--- src/rtl/board_update_ctrl.sv ---
// Board-state owner for the 8x8 checkers display: validates move/init requests
// and commits board writes only during vertical blanking so frames never tear.
module board_update_ctrl #(
  parameter int CNT_W = 10
) (
  input  logic                   clk,
  input  logic                   reset,
  input  logic                   frame_blank,
  input  logic                   req_valid,
  output logic                   req_ready,
  input  logic                   req_init,
  input  logic [2:0]             req_src_row,
  input  logic [2:0]             req_src_col,
  input  logic [2:0]             req_dst_row,
  input  logic [2:0]             req_dst_col,
  input  logic                   req_promote,
  output logic                   rsp_valid,
  input  logic                   rsp_ready,
  output logic                   rsp_ok,
  output logic [1:0]             rsp_err,
  output logic [7:0][7:0][2:0]   board_pos,
  output logic [CNT_W-1:0]       move_count,
  output logic [2:0]             dbg_state
);

  // Handshakes: a transfer happens on any clk edge where valid & ready are both
  // high; the producer holds its payload until then, and the consumer side
  // (rsp_*) holds rsp_ok/rsp_err stable while rsp_valid is high and rsp_ready low.

  typedef enum logic [2:0] {
    IDLE       = 3'd0,
    CHECK      = 3'd1,
    WAIT_BLANK = 3'd2,
    WRITE      = 3'd3,
    RESP       = 3'd4
  } state_t;

  state_t state, state_next;

  logic       cap_init;
  logic [2:0] cap_src_row, cap_src_col, cap_dst_row, cap_dst_col;
  logic       cap_promote;
  logic [2:0] src_cell, dst_cell;
  logic [1:0] chk_err;

  // Dark squares ((row+col) odd) carry black men on rows 0-2, white on rows 5-7.
  function automatic logic [7:0][7:0][2:0] start_layout();
    logic [7:0][7:0][2:0] b;
    b = '0;
    for (int r = 0; r < 8; r++) begin
      for (int c = 0; c < 8; c++) begin
        if (((r + c) % 2) == 1) begin
          if (r <= 2)      b[r][c] = 3'b011;
          else if (r >= 5) b[r][c] = 3'b001;
        end
      end
    end
    return b;
  endfunction

  assign req_ready = (state == IDLE);
  assign rsp_valid = (state == RESP);
  assign dbg_state = state;

  assign src_cell = board_pos[cap_src_row][cap_src_col];
  assign dst_cell = board_pos[cap_dst_row][cap_dst_col];

  // Error priority: identical squares, then empty source, then occupied destination.
  always_comb begin
    chk_err = 2'b00;
    if ({cap_src_row, cap_src_col} == {cap_dst_row, cap_dst_col}) chk_err = 2'b11;
    else if (!src_cell[0])                                           chk_err = 2'b01;
    else if (dst_cell[0])                                            chk_err = 2'b10;
  end

  always_ff @(posedge clk) begin
    if (reset) state <= IDLE;
    else       state <= state_next;
  end

  always_comb begin
    state_next = state;
    case (state)
      IDLE:       if (req_valid) state_next = CHECK;
      CHECK:      state_next = (cap_init || chk_err == 2'b00) ? WAIT_BLANK : RESP;
      WAIT_BLANK: if (frame_blank) state_next = WRITE;
      WRITE:      state_next = RESP;
      RESP:       if (rsp_ready) state_next = IDLE;
      default:    state_next = IDLE;
    endcase
  end

  always_ff @(posedge clk) begin
    if (reset) begin
      board_pos   <= start_layout();
      move_count  <= '0;
      rsp_ok      <= 1'b0;
      rsp_err     <= 2'b00;
      cap_init    <= 1'b0;
      cap_src_row <= '0;
      cap_src_col <= '0;
      cap_dst_row <= '0;
      cap_dst_col <= '0;
      cap_promote <= 1'b0;
    end else begin
      if (state == IDLE && req_valid) begin
        cap_init    <= req_init;
        cap_src_row <= req_src_row;
        cap_src_col <= req_src_col;
        cap_dst_row <= req_dst_row;
        cap_dst_col <= req_dst_col;
        cap_promote <= req_promote;
      end
      if (state == CHECK && !cap_init && chk_err != 2'b00) begin
        rsp_ok  <= 1'b0;
        rsp_err <= chk_err;
      end
      if (state == WRITE) begin
        rsp_ok  <= 1'b1;
        rsp_err <= 2'b00;
        if (cap_init) begin
          board_pos  <= start_layout();
          move_count <= '0;
        end else begin
          board_pos[cap_dst_row][cap_dst_col] <= {src_cell[2] | cap_promote, src_cell[1], 1'b1};
          board_pos[cap_src_row][cap_src_col] <= 3'b000;
          move_count <= move_count + CNT_W'(1);
        end
      end
    end
  end

endmodule

--- config.mk ---
export PLATFORM = sky130hd
export DESIGN_NAME = board_update_ctrl
export DESIGN_NICKNAME = d
export VERILOG_FILES = /design/src/rtl/board_update_ctrl.sv
export SDC_FILE = /design/constraint.sdc
export NUM_CORES = 1
export LEC_CHECK = 0
export CAP_MARGIN = 25
export CORE_ASPECT_RATIO = 0.6
export CORE_MARGIN = 1.5
export CORE_UTILIZATION = 45
export CTS_CLUSTER_DIAMETER = 60
export DETAILED_ROUTE_END_ITERATION = 8
export GPL_TIMING_DRIVEN = 0
export PLACE_DENSITY = 0.77
export REMOVE_ABC_BUFFERS = 1
export SYNTH_ARGS = -nofsm -noshare
export SYNTH_HDL_FRONTEND = slang
export SYNTH_SLANG_ARGS = --single-unit
--- constraint.sdc ---
create_clock -name clk -period 6.4 [get_ports clk]
set_input_delay 0.96 -clock clk [delete_from_list [all_inputs] [get_ports clk]]
set_output_delay 0.96 -clock clk [all_outputs]
set_load 0.05 [all_outputs]
; Word-level counts from Yosys, hierarchy flattened
; Index checks and enable logic that the tools add are counted.
[op_classes]
bitwise_logic = 3
n_eq_ne = 8
order_cmp = 8
n_reduce_logical = 15
n_mux = 29
add_sub_neg = 1
[ops]
columns = operator, n
row1 = AND 192 bit, 1
row2 = bitwise mux 192 bit, 1
row3 = two-way mux 192 bit, 1
row4 = inverter 192 bit, 1
row5 = binary-select mux 24 bit (select 3 bit), 2
row6 = demux 24 bit (select 3 bit), 2
row7 = two-way mux 24 bit, 4
row8 = two-way mux 3 bit, 7
row9 = binary-select mux 3 bit (select 3 bit), 2
row10 = demux 3 bit (select 3 bit), 2
row11 = "< comparator 3 x 4 -> 1 bit, second input constant", 4
row12 = one-hot mux 3 bit (5 select lines), 1
row13 = "greater-or-equal comparator 3 x 1 -> 1 bit, second input constant", 4
row14 = "adder 10 x 1 -> 10 bit, second input constant", 1
row15 = two-way mux 10 bit, 1
row16 = logical AND 1 bit, 7
row17 = "== test 3 x 2 -> 1 bit, second input constant", 2
row18 = == test 6 bit, 1
row19 = two-way mux 2 bit, 3
row20 = "inequality test 2 bit, second input constant", 2
row21 = nonzero test 2 bit, 2
row22 = "== test 3 x 1 -> 1 bit, second input constant", 1
row23 = "== test 3 bit, second input constant", 1
row24 = logical NOT 3 bit, 1
row25 = other kinds (8), 10
[totals]
word_cells = 138
output_inout_bits = 210
reg_bits = 222

; Depth between registers and ports, before layout
[depth]
depth_word = 11
ltp_mapped = 13

; Worst setup path after synthesis
; No wires, ideal clock.
[synth_path]
path_type = flip-flop to output port
start = register state[2] (netlist: dbg_state[2])
end = output rsp_valid
slack_ps = 3441
arrival_time_ps = 1999
required_time_ps = 5440
n_path_buf = 0
path_stages_with_launch = 3
cell_sequence = dfxtp_1 inv_1 nor3_1
[synth_via]
elab_chain_cells = 1
[synth_rtl]
columns = element, line_no
row1 = "start, declared", 38  ; state_t state, state_next;
row2 = "start signal, assigned", 78  ; else state <= state_next;
row3 = == test 3 bit, 62  ; assign rsp_valid = (state == RESP);
row4 = "end, declared", 17  ; output logic rsp_valid,
; No other way between the ends.

; Worst setup path in the final report
[layout_path]
start = register cap_src_row[1]
end = register board_pos[71] (netlist bit)
[layout_via]
elab_chain_cells = 8
[layout_rtl]
columns = element, line_no
row1 = "start, declared", 41  ; logic [2:0] cap_src_row, cap_src_col, cap_dst_row, cap_dst_col;
row2 = "start signal, assigned", 108  ; cap_src_row <= req_src_row;
row3 = binary-select mux 24 bit (select 3 bit), 65  ; assign src_cell = board_pos[cap_src_row][cap_src_col];
row4 = two-way mux 24 bit (not written as such), 65
row5 = binary-select mux 3 bit (select 3 bit), 65
row6 = two-way mux 3 bit (not written as such), 65
row7 = bitwise OR 1 bit, 125  ; board_pos[cap_dst_row][cap_dst_col] <= {src_cell[2] | cap_promote, src_cell[1], 1'b1};
row8 = bitwise mux 192 bit, 125
row9 = AND 192 bit (no line) *, -
row10 = two-way mux 192 bit *, 121  ; if (cap_init) begin
row11 = "end signal, assigned", 95  ; board_pos <= start_layout();
row12 = "end signal, assigned", 122  ; board_pos <= start_layout();
row13 = "end signal, assigned by index", 125
row14 = "end, declared", 21  ; output logic [7:0][7:0][2:0] board_pos,
; Every way passes the cells marked *; elsewhere a longest branch is shown, timed or not. The select of a mux whose other input is x is not followed.
; A chain may end at the register's enable or synchronous reset.

==> results.json <==
{
  "core_area_um2": 26600,
  "rsz0062_at_grt": "no",
  "htreeDepth": 1,
  "power_density_nw_per_um2": 217,
  "stdcell_count": 2052,
  "gp_congestion": 0.995,
  "synthFlopType": "dfxtp_1",
  "die_h_um": 131,
  "cp-start-kind": "flip-flop",
  "synth_xor_area_share_pct": 0.930,
  "min_path_type": "reg2reg",
  "stdcell_area_um2": 15600,
  "seq_area_um2": 4450,
  "synth_compound_area_share_pct": 26.4,
  "first_pass_iters": 7,
  "cts_inserted_buffers": 22,
  "maxCapViolations": 0,
  "synth_top_family_by_area": "compound AO/OA/AOI/OAI gates",
  "grt_pass1_vias": 12300,
  "initial_core_util_pct": 46.0,
  "holdPathStages": 2,
  "antenna_found_initial": 0,
  "crit_type": "reg2reg",
  "io_pins": 229,
  "fin_crit_sh_pct": 64.1,
  "irDropWorstVdd_v": 0.000147,
  "synthSimpleGateAreaFrac_pct": 21.4,
  "reg2reg_to": "board_pos[71]",
  "arrival_ns": 4.53,
  "fin_crit_ns": 4.10,
  "critPathCaptureType": "flip-flop",
  "ys_seq_area_share_pct": 36.3,
  "synth.distinct_cells": 66,
  "rr_worst_depth": 10,
  "power_w": 0.00339,
  "wirelength_um": 54500,
  "fillers": 2370,
  "hold_start": "board_pos[173]",
  "synth-warning-count": 0,
  "ctsHoldBuffers": 0,
  "drive_above_1_share_pct": 11.6,
  "clkSinkCount": 222,
  "ctsResizeCount": 0,
  "critPathRequiredTime_ns": 6.83,
  "synth_top_area_share_pct": 36.3,
  "fin_skew_ns": 0.0158,
  "endpoint": "board_pos[71]",
  "slew_viol_final": 0,
  "tightest_slew_ns": 1.10,
  "crit_path_start": "cap_src_row[1]",
  "die_area_um2": 28200,
  "layout_common_cells": "227 x clkdlybuf4s50_1, 218 x dfxtp_1, 202 x nand2_1",
  "hold_viol": 0,
  "ys_seq_elements": 222,
  "drtIter0Drc": 2205,
  "yosys-top-cells-area": "dfxtp_1 36%, o21ai_0 7.2%, nand2_1 6.2%",
  "synthArstFlopShare_pct": 0,
  "setup_viol": 0,
  "antenna_cells": 0,
  "status": "completed",
  "multiInputGateArea_um2": 7090,
  "grt_pass1_wl_um": 79100,
  "max_freq_ghz": 0.244,
  "num_vias": 13700,
  "cts_setup_buffers": 0,
  "cts_tree": "yes",
  "grt_use_total_pct": 37.4,
  "dp_hpwl_um": 38200,
  "final_common_cell": "clkdlybuf4s50_1",
  "grt_max_degree": 57,
  "via_per_inst": 6.70,
  "cts_buffer_depth": 3,
  "clk_pin_slew_ns": 0.07,
  "drc": 0,
  "crit_fanout": 40,
  "syn_avg_cell_area_um2": 7.99,
  "power.leakage_nw": 5.07,
  "area_delta_synth_final_pct": 27.7,
  "io_buffers": 228,
  "ant_nets": 0,
  "dpl-instance-area_um2": 14800,
  "num-nets-final": 1696,
  "root_buffer": "clkbuf_16",
  "post-route-util_pct": 58.8,
  "worstSkewPairLatency_ns": 0.55,
  "synthCells": 1532,
  "synth_area_um2": 12200,
  "relSlewSlack_pct": 26.4,
  "reg2reg_slack_ns": 2.30,
  "synth_top_cell_by_area": "dfxtp_1",
  "synthMuxAreaShare_pct": 8.63,
  "overflow": 0,
  "die-width_um": 216,
  "synth_edf_count": 0,
  "dp_cells": 2007,
  "whs_ns": 0.471,
  "synthAdderAreaFrac_pct": 0.102,
  "wl_per_cell_um": 26.6,
  "num_rows": 46,
  "r2r-start": "cap_src_row[1]"
}
-- report_power, final --
| group | internal [W] | total [W] | switching [W] | leakage (nW) |
|---|---|---|---|---|
| logic | 0.000155 | 0.000537 | 0.000382 | 2.91 |
| clock network | 0.000808 | 0.00141 | 0.000607 | 0.374 |
| registers | 0.00139 | 0.00144 | 0.0000470 | 1.79 |
-- cell usage after synthesis (28+ instances only) --
cell type / count
a21oi_1: 115
clkbuf_1: 97
dfxtp_1: 222
mux4_2: 28
nand2_1: 203
nand3_1: 39
nor2_1: 155
nor3_1: 43
o21ai_0: 177
o21ai_2: 42
or3_1: 31
-- registers in the layout (all words and copies together), names as in the netlist --
register / flops
cap_src_col: 3
cap_promote: 1
cap_dst_row: 3
board_pos: 192
rsp_ok: 1
rsp_err: 2
cap_dst_col: 3
cap_init: 1
cap_src_row: 3
dbg_state: 3
move_count: 10
-- worst min-delay path by stage --
stage | slack, ns | end
2_1_floorplan | 0.44 | cap_promote
3_3_place_gp | 0.46 | board_pos[2]
3_5_place_dp | 0.46 | board_pos[76]
4_1_cts | 0.47 | board_pos[173]
5_1_grt | 0.50 | board_pos[74]
6_report | 0.47 | board_pos[173]
-- layer usage --
metal | global-route usage [%] | wire [um] | vias up
li1 | - | - | 5880
met1 | 51.1 | 21000 | 6466
met2 | 52.8 | 21400 | 1224
met3 | 15.5 | 9910 | 176
met4 | 12.8 | 2110 | 2
met5 | 1.33 | 52 | -
-- area by class of cell --
cell class,instances,share of cell area (%)
clock buffers,32,4.28
clock inverters,8,0.608
inverters,22,0.536
multi-input cells,1151,45.4
flip-flops and latches,222,28.5
well taps,360,2.88
repair buffers,257,17.8
-- per-stage QoR --
step           worst slack, ns  TNS (ns)
2_1_floorplan           -0.761    -55.43
3_3_place_gp             -5.46   -688.84
3_5_place_dp              2.31         0
4_1_cts                   2.31         0
5_1_grt                   2.27         0
6_report                  2.30         0
-- kinds of logic (layout without fill, tap and decap cells) --
logic type | after synthesis | after routing
simple gates | 566 | 566
mux | 67 | 67
buf+inv | 159 | 319
xor+xnor | 13 | 13
compound gates | 504 | 504
flops | 222 | 222
fa+ha+maj | 1 | 1
-- critical path: stages (launching register included) --
cell      delay, ns
dfxtp_4        0.75
buf_12         0.30
nor2b_1        0.66
buf_6          0.24
a221oi_1       0.09
or2_2          0.28
o21ai_0        0.32
a22oi_1        0.26
and4_4         0.43
buf_16         0.28
o41ai_1        0.28
Note: power is estimated with default switching activity, not from simulation.
